**src/rtl/reg_dest_tracker.sv**
```systemverilog
// Write-destination selector with a DEPTH-stage in-flight pipeline to write-back,
// a pending-write scoreboard and RAW hazard flags for the two decode operands.
module reg_dest_tracker #(
  parameter int ADDR_W = 5,
  parameter int DEPTH  = 3,
  parameter int RA_REG = 31,
  parameter int SP_REG = 29
) (
  input  logic                   clk,
  input  logic                   reset,
  input  logic                   advance,
  input  logic                   flush,
  input  logic                   issue_valid,
  input  logic                   issue_we,
  input  logic [1:0]             dest_sel,
  input  logic [ADDR_W-1:0]      rt_addr,
  input  logic [ADDR_W-1:0]      rd_addr,
  input  logic [ADDR_W-1:0]      src_a_addr,
  input  logic [ADDR_W-1:0]      src_b_addr,
  output logic [ADDR_W-1:0]      dest_addr,
  output logic                   wb_valid,
  output logic [ADDR_W-1:0]      wb_addr,
  output logic [2**ADDR_W-1:0]   pending,
  output logic                   hazard_a,
  output logic                   hazard_b
);

  localparam int NREG = 2**ADDR_W;
  localparam logic [ADDR_W-1:0] LP_RA = ADDR_W'(RA_REG);
  localparam logic [ADDR_W-1:0] LP_SP = ADDR_W'(SP_REG);

  typedef enum logic [1:0] {
    SEL_RT = 2'b00,
    SEL_RD = 2'b01,
    SEL_RA = 2'b10,
    SEL_SP = 2'b11
  } dest_sel_e;

  logic [DEPTH-1:0]  r_v;
  logic [ADDR_W-1:0] r_addr [DEPTH];
  logic [ADDR_W-1:0] w_dest_addr;
  logic              w_issue_live;
  logic [NREG-1:0]   w_pending;

  // NOTE: every always_comb output gets a default first so no path can infer a latch.
  always_comb begin
    w_dest_addr = rt_addr;
    case (dest_sel_e'(dest_sel))
      SEL_RT: w_dest_addr = rt_addr;
      SEL_RD: w_dest_addr = rd_addr;
      SEL_RA: w_dest_addr = LP_RA;
      SEL_SP: w_dest_addr = LP_SP;
      default: w_dest_addr = rt_addr;
    endcase
  end

  // Register 0 is hard-wired, so a write to it never becomes a live entry.
  assign w_issue_live = issue_valid & issue_we & (w_dest_addr != '0);

  // NOTE: state is updated with non-blocking assignments so every stage samples
  // its predecessor's pre-edge value; blocking here would collapse the shift.
  // The address array is small and its reset value is observable on wb_addr,
  // so it is cleared along with the valid bits rather than left unreset.
  always_ff @(posedge clk) begin
    if (reset) begin
      r_v <= '0;
      for (int k = 0; k < DEPTH; k++) r_addr[k] <= '0;
    end else if (flush) begin
      r_v <= '0;
    end else if (advance) begin
      for (int k = 1; k < DEPTH; k++) begin
        r_v[k]    <= r_v[k-1];
        r_addr[k] <= r_addr[k-1];
      end
      r_v[0]    <= w_issue_live;
      r_addr[0] <= w_dest_addr;
    end
  end

  // Duplicates simply OR together, so a bit drops only when its last copy retires.
  always_comb begin
    w_pending = '0;
    for (int k = 0; k < DEPTH; k++) begin
      if (r_v[k]) w_pending[r_addr[k]] = 1'b1;
    end
  end

  assign dest_addr = w_dest_addr;
  assign wb_valid  = r_v[DEPTH-1];
  assign wb_addr   = r_addr[DEPTH-1];
  assign pending   = w_pending;
  assign hazard_a  = w_pending[src_a_addr];
  assign hazard_b  = w_pending[src_b_addr];

endmodule

```
**config.mk**
```make
export PLATFORM = sky130hd
export DESIGN_NAME = reg_dest_tracker
export DESIGN_NICKNAME = d
export VERILOG_FILES = /design/src/rtl/reg_dest_tracker.sv
export SDC_FILE = /design/constraint.sdc
export NUM_CORES = 1
export LEC_CHECK = 0
export CORE_MARGIN = 5
export CORE_UTILIZATION = 35
export CTS_CLUSTER_DIAMETER = 200
export DETAILED_ROUTE_END_ITERATION = 8
export DONT_BUFFER_PORTS = 1
export PLACE_DENSITY_LB_ADDON = 0.08
export SLEW_MARGIN = 20
export SYNTH_ARGS = -nofsm -noshare
export SYNTH_HDL_FRONTEND = slang
export SYNTH_SLANG_ARGS = --single-unit
```
**constraint.sdc**
```tcl
create_clock -name clk -period 2.57 [get_ports clk]
set_input_delay 0.514 -clock clk [delete_from_list [all_inputs] [get_ports clk]]
set_output_delay 0.514 -clock clk [all_outputs]
set_load 0.01 [all_outputs]
```
---- Word-level counts from Yosys, hierarchy flattened ----
Memories as Yosys holds them, arrays and structs flattened.
Index checks and enable logic that the tools add are counted.
word-level totals
  register bits ........................... 3
  memories kept ........................... 1
  bits in writable memories ............... 15
  input bits .............................. 28
memory list
  name    depth  width  rd ports  clocked after Yosys merged registers in  wr ports  line  text
  r_addr  3      5      3         0                                        3         40    logic [ADDR_W-1:0] r_addr [DEPTH];
operators by class
  eq/ne operators ......................... 3
  magnitude comparators ................... 8
  bitwise logic cells ..................... 7
  mux-type cells .......................... 23
  reduce and logical (&&, ||, !) cells .... 6
operators with widths
  operator              number
  $mux W32              3
  $or A32 B32 Y32       2
  $lt A5 B6 Y1 const B  5
  $pmux W5 S4           1
  $demux W1 S5          3
  $ge A5 B1 Y1 const B  3
  $mux W5               3
  $mux W1               11
  $bmux W1 S5           2
  $reduce_bool A5 Y1    1
  $eq A2 B2 Y1 const B  2
  $logic_and A1 B1 Y1   3
  $or A1 B1 Y1          3
  $and A1 B1 Y1         2
  $eq A2 B1 Y1 const B  1
  $logic_not A2 Y1      1
  $reduce_or A2 Y1      1

---- Depth between registers and ports, before layout ----
Gate-level depths: netlist (run 1).
  depth in word-level cells ............... 11
  gate-level depth with buffers ........... 8

---- Least setup slack after synthesis (run 1) ----
No wires, ideal clock.
  path type ............................... flip-flop to output port
  from .................................... memory r_addr[1][0], in the netlist r_addr[0][5]
  to ...................................... output hazard_b
  data arrival time ....................... 2.064 ns
  path slack .............................. -0.008 ns
  cell stages (with the launch flop) ...... 8
  required time ........................... 2.056 ns
  path buffers ............................ 0
  cells stage by stage .................... edfxtp_1 > nor3b_2 > a22oi_1 > nand2_1 > nor2_1 > a2111oi_0 > nor3_1 > nor4_1
RTL lines
  what             line  text
  start, declared  40
  end, declared    25    output logic hazard_b

==> results.yml, run 1 <==
die:
  io_pins: 73
  initial_utilization_pct: 36.0
  die_h_um: 90.8
  dieArea_um2: 8250
  core-area_um2: 6350
  die_w_um: 90.8
  row_count: 29
clocking:
  cts_tree: "done"
  clockBufferDepth: 2
  insertion_delay_ps: 260
  clock_sink_count: 18
  postCtsHoldBufs: 0
  cts_made_buffers: 3
  clk_pin_slew_worst_paths_ps: 70
  cts_root_buffer: "clkbuf_8"
  cts-htree-levels: 1
detailed_routing:
  vias_per_cell: 5.91
  vias: 2878
  firstDrtPassIters: 5
  drt-total-wl_um: 9110
  drc: 0
  drt_iter0_markers: 234
  post_drt_wl_per_cell_um: 18.7
  ant_nets: 0
setup_path:
  cpPeakStageDelay_ps: 400
  crit_path_end_kind: "output pin"
  cp.arrival_ps: 2440
  path_buf_inv: 5
  path_max_fanout: 3
  crit_type: "flip-flop to output pin"
  critPathRequiredTime_ps: 2060
  crit_path_start_kind: "flip-flop"
  crit_family: "buffers and inverters"
  path_common_cell: "buf_4"
  worst_path_max_delay_cell: "edfxtp_1"
  path_cells: "buf_4 > nor3b_1 > buf_4 > buf_4 > a22oi_1 > nand2_1 > buf_4 > o21ai_0 > nor2_1 > nor4_1 > nor4_1 > buf_4"
place:
  dp_hpwl_um: 7060
  io_buffers: 0
  pre_cts_slack_ps: -129
  place.gp.congestion: 0.962
power:
  switchingPower_mw: 0.225
  internal_power_mw: 0.587
  peakVddDrop_uv: 346
  clkPwrFrac_pct: 29.0
  p_comb_share_pct: 27.8
  swShare_pct: 27.7
  p_leak_nw: 1.65
  seqPwrFrac_pct: 43.2
  power_density_nw_per_um2: 243
sta:
  layout_setup_ws_ps: -388
  hold_violations: 0
  clock_skew_ps: 2.71
  setup_viol: 2
  timing.final.crit_share_pct: 115
  slew_headroom_pct: 57.9
  clock.fmax_mhz: 338
  drv_slew: 0
  period_needed_ps: 2960
  worst_slew_pin_slew_ps: 632
  rsz0062_at_grt: "true"
logic_synthesis:
  synth_seq_cells: 18
  seq_area_frac_synth_pct: 22.3
  syn_nets: 336
  yosys_warnings: 0
  synth_cell_types: 43
  synth_area_um2: 2290
  avgSynthCellArea_um2: 7.43
  postSynthCellCount: 308
global_routing:
  overflow: 0
  grt_max_degree: 21
  grt_usage_pct: 21.2
  antenna_found_initial: 0
  grt_pass1_wl_um: 14500
  first_global_vias: 2833
finish:
  layout.nets: 439
  final_util_pct: 52.8
  final_cell_mix: "buf_4, nand2_1, a22oi_1"
  drive_above_1_share_pct: 39.0
  seqCellArea_um2: 510
  fill_cells: 608
  n_antenna_cell: 0
  final_common_cell: "buf_4"
  area_delta_synth_final_pct: 46.5
  multi_input_area_um2: 1720
outcome:
  status: "complete, but fails checks"
  violations: "setup timing"
flow_run:
  max-cap-violations: 0
hold_path:
  hp-class: "input port to flip-flop"
-- cells in the mapped netlist, drive strengths merged --
master    n  share of area (%)
a221oi    5                1.9
a22o      4                1.5
o21ai     6                1.3
clkbuf   14                2.3
a22oi    31                 10
and2      7                1.9
and3     16                4.4
o21a      1               0.33
buf      12                3.4
nand3b    2               0.66
nor2     14                2.3
nand2    63                 10
nor4      4                1.1
nor2b    12                3.3
edfxtp   15                 20
o32a      1               0.44
nand2b    2               0.55
mux2i     4                1.8
a21oi    15                3.3
mux4      2                2.0
o22ai     2               0.55
a211oi    2               0.66
a211o     3                1.1
o211ai    4                1.3
mux2      1               0.49
a311o     2               0.88
dfxtp     3                2.6
o2111ai   3                1.1
nor3      6                1.3
o211a     1               0.44
and3b    15                5.7
o311ai    2               0.77
a311oi    2               0.77
a2111oi   1               0.38
nor3b    13                5.1
inv       8                1.3
nor4b     1               0.38
nand3     8                1.8
a21o      1               0.33
-- worst reg2reg max path, cell delays in order (launching register included) --
cell and delay [ps]:
edfxtp_1 390, buf_4 180, buf_4 140, buf_4 120, and3_1 150
-- registers in the layout, indices dropped and copies added, names as in the netlist --
register and flops:
r_addr 15, r_v 3
-- area by class of cell --
type	count	area share (%)
well taps	77	2.88
multi-input cells	256	51.3
inverters	8	0.896
flip-flops and latches	18	15.2
clock buffers	4	1.64
repair buffers	124	28.0
-- worst paths after layout --
| kind | startpoint | end | slack (ps) | cells past startpoint |
|---|---|---|---|---|
| worst max-delay path | r_addr[0][9] | hazard_b | -390 | 12 |
| worst min-delay path | reset | r_v[1] | 320 | 1 |
| worst max register to register | r_addr[0][4] | r_addr[0][9] | 1350 | 4 |
| worst min register to register | r_addr[0][1] | r_addr[0][6] | 680 | 1 |
-- per-layer routing --
| layer | global-route usage [%] | up-vias | wire length [um] |
|---|---|---|---|
| met5 | 0 | - | 0 |
| met4 | 6.23 | 0 | 272 |
| met3 | 3.08 | 27 | 682 |
| met2 | 37.3 | 152 | 4550 |
| met1 | 26.7 | 1334 | 3610 |
| li1 | - | 1365 | - |
-- repair_timing --
action / 4_1_cts / 5_1_grt
hold endpoints to repair: 0 / 0
pin swaps: 7 / 3
setup buffers: 18 / 4
setup endpoints to repair: 2 / 2
gates cloned: 0 / 0
resized for setup: 13 / 17
-- kinds of logic after synthesis --
group | Yosys count | share of synthesized area [%]
buffers and inverters | 34 | 7.06
and+or+nand+nor | 163 | 38.8
DFF | 18 | 22.3
AOI/OAI and AO/OA | 86 | 27.6
muxes | 7 | 4.21
-- stage by stage --
step / std cells / area (um2) / hold slack (ps) / TNS [ps] / total power [mW]
global route: 487 / 3350 / 313 / -901 / 0.856
finish: 487 / 3350 / 325 / -732 / 0.813
floorplan: 308 / 2300 / 527 / 0 / 0.487
detailed placement: 461 / 3030 / 595 / -247 / 0.555
CTS: 483 / 3250 / 322 / -686 / 0.799
global placement: 461 / 3030 / 594 / -210 / 0.553
-- power by group through the flow --
| stage | sequential, mW | clock, mW | combinational, mW |
|---|---|---|---|
| 2_1_floorplan | 0.361 | 0 | 0.126 |
| 3_5_place_dp | 0.365 | 0 | 0.190 |
| 3_3_place_gp | 0.363 | 0 | 0.190 |
| 6_report | 0.351 | 0.236 | 0.226 |
| 5_1_grt | 0.354 | 0.258 | 0.244 |
| 4_1_cts | 0.352 | 0.238 | 0.208 |
No activity file was read; power rests on OpenSTA's default activity.
==> inputs of run 2 (changes only) <==
==> constraint.sdc (replaced) <==
create_clock -name clk -period 2.57 [get_ports clk]
set_input_delay 0.3855 -clock clk [delete_from_list [all_inputs] [get_ports clk]]
set_output_delay 0.3855 -clock clk [all_outputs]
set_load 0.01 [all_outputs]
==> run 2 against run 1 <==
The run still ends with setup timing left. Clock skew is 2.4 ps higher. Utilization shrank 5.8 points. Clock power is 2% lower. Sequential cell count unchanged. Combinational power shrank 16%. Global-route usage decreased by 1.4 points. Routed wire length decreased by 7.1%. Sequential share of layout area rose by 1.9 points. Non-clock buffer count shrank 47. Critical path depth shrank 4. Via count down 9.6%. Hold slack worse by 130 ps. Critical path type unchanged. Largest power group unchanged. Highest routed layer unchanged.
==> results.yml, run 2 (synthesis results as in run 1) <==
detailed_routing:
  ant_nets: 0
  drc: 0
  vias: 2602
  post_drt_wl_per_cell_um: 19.2
  drt-total-wl_um: 8460
  firstDrtPassIters: 4
  drt_iter0_markers: 178
  vias_per_cell: 5.91
clocking:
  clock_sink_count: 18
  clockBufferDepth: 2
  cts_tree: "done"
  cts-htree-levels: 1
  insertion_delay_ps: 250
  clk_pin_slew_worst_paths_ps: 70
  cts_made_buffers: 3
  postCtsHoldBufs: 0
  cts_root_buffer: "clkbuf_8"
die:
  io_pins: 73
  die_w_um: 90.8
  dieArea_um2: 8250
  core-area_um2: 6350
  initial_utilization_pct: 36.0
  die_h_um: 90.8
  row_count: 29
outcome:
  status: "complete, but fails checks"
  violations: "setup timing"
setup_path:
  critPathRequiredTime_ps: 2180
  r2r_slack_ps: 1400
  crit_path_end_kind: "output pin"
  crit_type: "flip-flop to output pin"
  path_max_fanout: 4
  reg2reg_depth: 3
  reg2reg_from: "r_addr[0][2]"
  crit_path_start_kind: "flip-flop"
  cp.arrival_ps: 2410
  rr_endpoint: "r_addr[0][7]"
global_routing:
  overflow: 0
  grt_usage_pct: 19.8
  first_global_vias: 2589
  antenna_found_initial: 0
  grt_max_degree: 21
  grt_pass1_wl_um: 13600
hold_path:
  hp-start: "reset"
  hold_depth: 1
  min_to: "r_v[2]"
  hp-class: "input port to flip-flop"
sta:
  layout_setup_ws_ps: -224
  drv_slew: 0
  setup_viol: 2
  clock_skew_ps: 5.16
  hold_violations: 0
  worst_slew_pin_slew_ps: 609
  clock.fmax_mhz: 358
  rsz0062_at_grt: "true"
  finalSetupTns_ps: -383
  slew_headroom_pct: 59.4
  timing.final.crit_share_pct: 109
  period_needed_ps: 2790
finish:
  final_common_cell: "buf_4"
  drive_above_1_share_pct: 29.5
  top_register: "r_addr"
  area_delta_synth_final_pct: 30.5
  largest_register_ffs: 15
  n_antenna_cell: 0
  final_util_pct: 47.0
  largestRegisters: "r_addr: 15 flops, r_v: 3 flops"
  layout.nets: 392
  final_cell_mix: "buf_4, nand2_1, a22oi_1"
place:
  pre_cts_slack_ps: -21.4
  io_buffers: 0
  place.gp.congestion: 0.926
  dp_hpwl_um: 6920
power:
  p_leak_nw: 1.40
  power_density_nw_per_um2: 260
  peakVddDrop_uv: 306
flow_run:
  max-cap-violations: 0
==> run 2: changes by cell type in the layout (fill, tap and decap cells not counted), moves of 2 or more <==
cell / previous run / this run
a22oi_1: 23 / 28
a22oi_2: 8 / 3
a21oi_1: 13 / 15
a21oi_2: 2 / 0
buf_4: 122 / 74
==> run 2: how the worst max path moves through the flow <==
stage | from | to | slack (ps)
4_1_cts | r_addr[0][1] | hazard_b | -240
2_1_floorplan | r_addr[0][5] | hazard_b | 120
3_3_place_gp | r_addr[0][7] | hazard_b | -100
6_report | r_addr[0][7] | hazard_b | -220
5_1_grt | r_addr[0][8] | hazard_b | -310
3_5_place_dp | r_addr[0][8] | hazard_b | -20
==> run 2: worst max-delay path: stages, from the launching register on <==
cell	delay, ps
edfxtp_1	450
and3b_2	270
a22oi_1	190
nand2_1	120
mux4_2	470
mux2_4	290
nor3b_2	150
nor4_1	80
buf_4	150
==> run 2: power breakdown <==
part | switching (mW) | internal [mW]
clock network | 0.0952 | 0.136
registers | 0.0203 | 0.335
logic | 0.0972 | 0.0917
total | 0.213 | 0.563
==> run 2: metal layers <==
layer,vias up,global-route usage [%],wire [um]
met5,-,0,0
met3,14,3.58,481
met1,1234,24.1,3530
met4,0,5.99,196
li1,1266,-,-
met2,88,35.1,4260
==> run 2: stage by stage <==
| step | power (mW) | instances | hold slack, ps | cell area [um2] |
|---|---|---|---|---|
| floorplan | 0.485 | 308 | 462 | 2290 |
| global placement | 0.535 | 426 | 464 | 2760 |
| detailed placement | 0.536 | 426 | 466 | 2760 |
| CTS | 0.779 | 439 | 191 | 2950 |
| global route | 0.816 | 440 | 186 | 2990 |
| finish | 0.776 | 440 | 197 | 2990 |
==> run 2: area by class of cell <==
type	count	area, um2
Clock buffer	4	55.1
Sequential cell	18	510
Timing Repair Buffer	77	598
Inverter	8	30.0
Tap cell	77	96.3
Multi-Input combinational cell	256	1700
Fill cell	661	3360
==> run 2: what timing repair did <==
item | in CTS | in global routing
resized for setup | 21 | 5
setup buffers | 9 | 1
pin swaps | 8 | 7
hold endpoints to repair | 0 | 0
endpoints found under the setup margin | 2 | 2
